[config.mk]
export PLATFORM = sky130hd
export DESIGN_NAME = hbm_rd_arbiter
export DESIGN_NICKNAME = d
export VERILOG_FILES = /design/src/rtl/hbm_arb_pkg.sv /design/src/rtl/hbm_rr_arb2.sv /design/src/rtl/hbm_rd_arbiter.sv
export SDC_FILE = /design/constraint.sdc
export NUM_CORES = 1
export LEC_CHECK = 0
export CORE_AREA = 5 5 509 511
export CTS_CLUSTER_DIAMETER = 30
export DETAILED_ROUTE_END_ITERATION = 16
export DIE_AREA = 0 0 514 516
export GPL_TIMING_DRIVEN = 1
export PLACE_DENSITY = 0.3
export SYNTH_ARGS = -nofsm -noshare
export SYNTH_HDL_FRONTEND = slang
export SYNTH_SLANG_ARGS = --single-unit
[constraint.sdc]
create_clock -name ap_clk -period 4.05 [get_ports ap_clk]
set_clock_uncertainty 0.05 [all_clocks]
set_input_delay 0.81 -clock ap_clk [delete_from_list [all_inputs] [get_ports ap_clk]]
set_output_delay 0.81 -clock ap_clk [all_outputs]
set_load 0.01 [all_outputs]
[src/rtl/hbm_arb_pkg.sv]
// Shared types and constants for the two-requester HBM read arbiter.
package hbm_arb_pkg;

  localparam int ARB_NUM_REQ = 2;

  typedef enum logic [1:0] {
    ST_IDLE,
    ST_ADDR,
    ST_DATA
  } arb_state_e;

endpackage

[src/rtl/hbm_rr_arb2.sv]
// Two-way round-robin grant selection (purely combinational).
module hbm_rr_arb2
  import hbm_arb_pkg::*;
(
  input  logic [ARB_NUM_REQ-1:0] req,
  input  logic                   last,
  output logic                   gnt,
  output logic                   valid
);

  // On a tie the requester that was not served last wins; a lone requester always wins.
  always_comb begin
    valid = |req;
    gnt   = (req == 2'b11) ? ~last : req[1];
  end

endmodule

[src/rtl/hbm_rd_arbiter.sv]
// Arbitrates two AXI read requesters onto one HBM read port, one burst at a time.
// Optional per-requester grant counters are built when HBM_ARB_STATS_EN is defined.
module hbm_rd_arbiter
  import hbm_arb_pkg::*;
#(
  parameter int ADDR_W = 64,
  parameter int DATA_W = 512
) (
  input  logic                               ap_clk,
  input  logic                               ap_rst,
  input  logic [ARB_NUM_REQ-1:0][ADDR_W-1:0] s_araddr,
  input  logic [ARB_NUM_REQ-1:0][7:0]        s_arlen,
  input  logic [ARB_NUM_REQ-1:0]             s_arvalid,
  output logic [ARB_NUM_REQ-1:0]             s_arready,
  output logic [DATA_W-1:0]                  s_rdata,
  output logic [ARB_NUM_REQ-1:0]             s_rvalid,
  output logic [ARB_NUM_REQ-1:0]             s_rlast,
  input  logic [ARB_NUM_REQ-1:0]             s_rready,
  output logic [ADDR_W-1:0]                  m_araddr,
  output logic [7:0]                         m_arlen,
  output logic                               m_arvalid,
  input  logic                               m_arready,
  input  logic [DATA_W-1:0]                  m_rdata,
  input  logic                               m_rlast,
  input  logic                               m_rvalid,
  output logic                               m_rready,
  output logic                               err_len,
  output logic [31:0]                        grant_cnt0,
  output logic [31:0]                        grant_cnt1
);

  arb_state_e        state, state_nxt;
  logic              last_q, gnt_q;
  logic              win, win_valid;
  logic [ADDR_W-1:0] addr_q;
  logic [7:0]        len_q, cnt_q;
  logic              err_q;
  logic              beat;

  hbm_rr_arb2 u_arb (
    .req   (s_arvalid),
    .last  (last_q),
    .gnt   (win),
    .valid (win_valid)
  );

  assign beat     = m_rvalid & m_rready;
  assign m_araddr = addr_q;
  assign m_arlen  = len_q;
  assign s_rdata  = m_rdata;
  assign err_len  = err_q;

  // NOTE: every output of this block gets a default first so no path can infer a latch.
  always_comb begin
    state_nxt = state;
    s_arready = '0;
    s_rvalid  = '0;
    s_rlast   = '0;
    m_arvalid = 1'b0;
    m_rready  = 1'b0;
    // Handshake outputs are forced low while reset is held, whatever the state register shows.
    if (!ap_rst) begin
      case (state)
        ST_IDLE: begin
          if (win_valid) begin
            s_arready[win] = 1'b1;
            state_nxt      = ST_ADDR;
          end
        end
        ST_ADDR: begin
          m_arvalid = 1'b1;
          if (m_arready) state_nxt = ST_DATA;
        end
        ST_DATA: begin
          m_rready        = s_rready[gnt_q];
          s_rvalid[gnt_q] = m_rvalid;
          s_rlast[gnt_q]  = m_rlast;
          if (m_rvalid && s_rready[gnt_q] && m_rlast) state_nxt = ST_IDLE;
        end
        default: state_nxt = ST_IDLE;
      endcase
    end
  end

  // NOTE: sequential state uses non-blocking assignments so all registers update from pre-edge values.
  always_ff @(posedge ap_clk) begin
    if (ap_rst) begin
      state  <= ST_IDLE;
      last_q <= 1'b1;
      gnt_q  <= 1'b0;
      addr_q <= '0;
      len_q  <= '0;
      cnt_q  <= '0;
      err_q  <= 1'b0;
    end else begin
      state <= state_nxt;
      case (state)
        ST_IDLE: begin
          if (win_valid) begin
            gnt_q  <= win;
            addr_q <= s_araddr[win];
            len_q  <= s_arlen[win];
          end
        end
        ST_ADDR: begin
          if (m_arready) cnt_q <= len_q;
        end
        ST_DATA: begin
          if (beat) begin
            // Length check: rlast must coincide exactly with the counter reaching zero.
            if (m_rlast) begin
              last_q <= gnt_q;
              if (cnt_q != 8'd0) err_q <= 1'b1;
            end else if (cnt_q == 8'd0) begin
              err_q <= 1'b1;
            end
            if (cnt_q != 8'd0) cnt_q <= cnt_q - 8'd1;
          end
        end
        default: ;
      endcase
    end
  end

`ifdef HBM_ARB_STATS_EN
  logic [31:0] cnt0_q, cnt1_q;

  always_ff @(posedge ap_clk) begin
    if (ap_rst) begin
      cnt0_q <= '0;
      cnt1_q <= '0;
    end else begin
      if (s_arvalid[0] && s_arready[0]) cnt0_q <= cnt0_q + 32'd1;
      if (s_arvalid[1] && s_arready[1]) cnt1_q <= cnt1_q + 32'd1;
    end
  end

  assign grant_cnt0 = cnt0_q;
  assign grant_cnt1 = cnt1_q;
`else
  assign grant_cnt0 = '0;
  assign grant_cnt1 = '0;
`endif

endmodule

# Word level (Yosys, flattened, before mapping)
# Cells that the tools add are included.
# op_classes
eq_ne	9
bitwise_logic	4
mux	33
reduce_logical	15
order_cmp	4
n_addsub	1
# op_table
operator	count
64-bit two-way mux	2
8-bit two-way mux	5
2-bit two-way mux	10
8-bit one-hot mux with 2 select lines	1
1-bit two-way mux	12
8-bit logical NOT	1
2-bit != test, second input constant	4
4-bit AND reduction	2
8-bit nonzero test	1
8-bit by 1-bit subtractor with 8-bit output, second input constant	1
2-bit one-hot mux with 3 select lines	1
3-bit AND reduction	2
2-bit AND	2
2-bit == test, second input constant	2
1-bit logical AND	4
1-bit by 2-bit less-than comparator with 1-bit output, second input constant	2
2-bit by 1-bit != test with 1-bit output, second input constant	2
2-bit nonzero test	2
1-bit demux with 1-bit select	2
2-bit by 1-bit == test with 1-bit output, second input constant	1
1-bit >= comparator, second input constant	2
2-bit logical NOT	1
2-bit AND reduction	1
2-bit OR reduction	1
other kinds (2)	2
# word_totals
regBits	85
in_bits	665

# Logic depth before layout (Yosys ltp)
# logic_depth
ltp_word	9
mapped_depth	8
depth_no_buf	6

# Hierarchy
# Synthesis repeated with hierarchy kept, for this count alone.
# unflattened
hier_cells	1013
hier_area_um2	8330.5
# by_module_without_submodules
mod	area_per_inst_um2	cells_each	instances
hbm_rd_arbiter	8316.7	1011	1
hbm_rr_arb2	13.8	2	1

# Least setup slack after synthesis
# Ideal clock, no wire load.
# synth_timing
path_type	input-to-output
startpoint	in ap_rst
endpoint	out s_arready[1]
arrival_ps	1818
path_buffers	4
setup_slack_ps	1372
path_stages	6
cell_sequence	buf_2 -> inv_1 -> clkbuf_1 -> and3_1 -> clkbuf_1 -> buf_2
# synth_via
elab_chain_len	1
# synth_rtl
element	line	rtl
start, declared	hbm_rd_arbiter.sv:10	input logic ap_rst,
2-bit two-way mux	hbm_rd_arbiter.sv:62	if (!ap_rst) begin
end, declared	hbm_rd_arbiter.sv:14	output logic [ARB_NUM_REQ-1:0] s_arready,
# Every way passes these cells.

# Worst setup path in the final report
# layout_timing
startpoint	in ap_rst
endpoint	out m_rready
# layout_via
elab_chain_len	1
# layout_rtl
element	line	rtl
1-bit two-way mux	hbm_rd_arbiter.sv:62	
end, declared	hbm_rd_arbiter.sv:26	output logic m_rready,
# Every way passes these cells.

==> flow_results.org <==
** Logic synthesis
- Ys flop type :: sky130_fd_sc_hd__dfxtp_1
- Counting flops and latches in the post-synthesis netlist gives 85.
- Number of enable-type register cells in the synthesized netlist :: 0
- Synth Area per Inst :: 7.81 um^2
- Synth cell types :: 42
- Number of warnings issued by yosys :: 0
- The share of synthesized area in the top cell type comes to between 50% and 60%.
- Share of synthesized flip-flops with an asynchronous set or reset :: 0%
- Most common cell in the synthesized netlist :: sky130_fd_sc_hd__buf_4
- Cell taking the most area after synthesis :: sky130_fd_sc_hd__buf_4
- For this run, the register share of the synthesized area comes to between 20% and 30%.
- By count the netlist is led by 576 x sky130_fd_sc_hd__buf_4, 109 x sky130_fd_sc_hd__nand2_1, 85 x sky130_fd_sc_hd__dfxtp_1.
- Synthesis produced between 1k and 1.5k cells.
- Cells taking the most area after synthesis :: sky130_fd_sc_hd__buf_4 53%, sky130_fd_sc_hd__dfxtp_1 21%, sky130_fd_sc_hd__nand2_1 5.0%
- Netlist Area Pre-Place :: between 0.008 and 0.009 mm^2

** Placement
- The congestion estimate from routability-driven global placement came to around 0.7.
- After detailed placement, the total cell area comes to 0.0106 mm^2.
- DP HPWL :: 148000 um
- Placement Setup Slack :: between 0.4 and 0.5 ns
- Placed instance count :: a little over 4k
- PortBufs :: about 230

** Clock tree
- After clock tree synthesis, the setup repair step added 0 buffers.
- The tree is rooted in a sky130_fd_sc_hd__clkbuf_16.
- The clock passes through at most 2 buffers.
- Later-pin clock latency in the skew report :: 0.44 ns
- After clock tree synthesis, the repair step resized 0 gates.
- CTS built an H-tree with a depth of 3.
- TritonCTS built the clock tree.
- Cts-stage hold buffer count :: 0
- Clock-pin slew was measured on the worst setup and hold paths at approximately 0.09 ns.
- CTS saw 85 sinks.
- CTS buffer count :: 9

** GRT
- The first global-routing pass estimated around 170000 um of wire.
- Vias in the first global route :: 5776
- After global routing the overflow that remains totals 0.
- Global routing used a little under an eighth of the available tracks.
- Entering global routing, the biggest net connects 47 pins.
- Number of antenna violations at the first check in global routing :: 82

** Route
- After detailed routing, the total wire length is 158000 um.
- The detailed router placed between 6k and 7k vias in this run.
- Drt initial violations :: about 350
- In this run the remaining antenna-violating nets after routing total 0.
- Dividing the detail-routed via count by the number of cells gives between 1 and 1.5.
- The first detailed-routing pass ran for 4 iterations.
- DRC violations left :: 0
- Per-cell routed wire length :: 38.3 um

** Floorplanning
- The die covers between 0.2 and 0.3 mm^2.
- I/O pins :: roughly 1.3k
- Total number of placement rows :: approximately 190
- For this configuration, the core starts out at a cell density of between 3 and 4%.
- The floorplan step set the die height to ~520 um.
- Core ar. :: around 0.25 mm^2
- Width of the die :: between 500 and 600 um

** Setup path
- STA classifies the critical path startpoint as an input pin.
- The critical path is of the in -> out type.
- STA classifies the critical path endpoint as a primary output.
- Data on the critical path is required at its endpoint by 3.19 ns.
- Arrival time at the worst endpoint :: 2.62 ns
- Along the worst path, the maximum fanout reaches 12.

** Timing
- For the final routed database, the setup TNS stands at 0 ns.
- In the finished design, the share of the clock period the worst path needs comes to ~86%.
- Worst-case headroom to the max-slew limit :: between 30% and 40%
- Setup repair after global routing left no endpoint under its margin.
- On the final layout, the worst hold slack is around 0.40 ns.
- Tmin final :: 3.48 ns
- At the pin with the least slew margin, the transition time is about 0.97 ns.
- Highest Clock Rate :: 287 MHz
- Hold Violations, Final :: 0
- The number of slew-limit violations in the final report was 0.
- In the post-route analysis, the smallest setup slack over all paths is roughly 0.57 ns.
- Setup violators final :: 0

** Power
- IR analysis of the VDD net gives a maximum drop of between 0.2 and 0.25 mV.
- Power spread over the standard cell area amounts to 274 mW/mm^2.
- For this design the total switching power over the nets is approximately 1.2 mW.
- Share of power burned in registers :: about a third
- Cell internal power was estimated by the tool at 1.83 mW.
- Total power after layout :: approximately 3 mW
- The share of total power dissipated in combinational logic is 28.5%.
- Summed over all cells, the static leakage comes to roughly 2.7 nW.
- Sw frac :: between 30% and 40%
- The clock network burns between 30% and 40% of the power.

** Job
- The tool flagged a number of max-cap violations equal to 0.

** Cells and area
- Of the cells placed in the final design, the portion with a size suffix greater than 1 is 5.22%.
- The net count of the finished layout is between 1k and 1.5k.
- Once layout is done, the placed cells without fillers occupy between 0.01 and 0.015 mm^2.
- Signed area change from the synthesized netlist to the final layout :: 34.5%
- For this run, the number of standard cells in the final layout without fillers is between 4k and 5k.
- Measured on the finished design, the core utilization comes to under 10%.
- Count of filler cells inserted in the layout :: between 30k and 40k

** Worst hold path
- Classification of the worst-slack hold path :: reg -> reg

** Run status
- Status :: completed
[kinds of logic (layout without fill, tap and decap cells)]
kind of cell    count (synthesis)  after routing  synth area share, %
buf+inv                       622            265                 55.5
simple gates                  215            215                 11.4
compound gates                116            116                 11.9
flops                          85             85                 20.9
fa+ha+maj                       1              1                0.154
other cells                     1             87               0.0461
mux                             1              1                0.138
[final cells by class]
cell class	instances	area [um^2]	share of cell area [%]
flip-flops and latches	85	1700	15.6
well taps	3366	4210	38.5
diodes	23	57.6	0.526
clock buffers	11	253	2.31
inverters	5	18.8	0.172
clock inverters	5	67.6	0.618
multi-input cells	397	2190	20.0
repair buffers	244	2440	22.3
[layout by cell type, fill, tap and decap left out, types with 4 or more instances in the layout]
cell type	instances
sky130_fd_sc_hd__diode_2	23
sky130_fd_sc_hd__a32oi_1	4
sky130_fd_sc_hd__a221o_1	22
sky130_fd_sc_hd__a21oi_1	18
sky130_fd_sc_hd__nand2_1	109
sky130_fd_sc_hd__dfxtp_1	85
sky130_fd_sc_hd__a311oi_1	46
sky130_fd_sc_hd__conb_1	64
sky130_fd_sc_hd__inv_1	5
sky130_fd_sc_hd__nor2_1	59
sky130_fd_sc_hd__clkbuf_16	9
sky130_fd_sc_hd__and2_1	25
sky130_fd_sc_hd__o32ai_1	5
sky130_fd_sc_hd__o21ai_0	4
sky130_fd_sc_hd__clkdlybuf4s50_1	232
sky130_fd_sc_hd__buf_4	10
sky130_fd_sc_hd__nor3_1	5
[critical path: stages]
cell and delay, ns:
sky130_fd_sc_hd__buf_4 0.19, sky130_fd_sc_hd__nor3b_2 0.64, sky130_fd_sc_hd__and2_1 0.23, sky130_fd_sc_hd__clkdlybuf4s50_1 0.72
[sequential cells by signal (all words and copies together), names as in the netlist]
| name | count |
|---|---|
| cnt_q | 8 |
| m_araddr | 64 |
| err_len | 1 |
| m_arlen | 8 |
| last_q | 1 |
| gnt_q | 1 |
| state | 2 |
[power by group through the flow]
stage | clock network [mW] | registers (mW) | logic (mW)
after floorplan | 0 | 1.03 | 0.829
after global placement | 0 | 1.03 | 0.888
after detailed placement | 0 | 1.03 | 0.890
after CTS | 1.27 | 1.02 | 0.896
after global routing | 1.26 | 1.02 | 0.926
final | 1.13 | 1.01 | 0.854
[routing by layer]
metal  global-route usage, %  vias to the layer above  part of all wire (%)
met5                   0.360                        -                  0.39
met4                    4.96                       82                   5.1
met3                    21.5                      398                    40
met2                    16.3                     1107                    41
met1                    4.62                     2353                    14
li1                        -                     2199                     -
[path summary, 6_finish.rpt]
kind / cells after the start / slack (ns) / end / start
worst min-delay path: 2 / 0.40 / err_len / err_len
worst min register to register: 2 / 0.40 / err_len / err_len
worst max-delay path: 4 / 0.57 / m_rready / ap_rst
worst max register to register: 5 / 1.44 / m_araddr[32] / state[0]
Power figures use the tool's default switching activity.
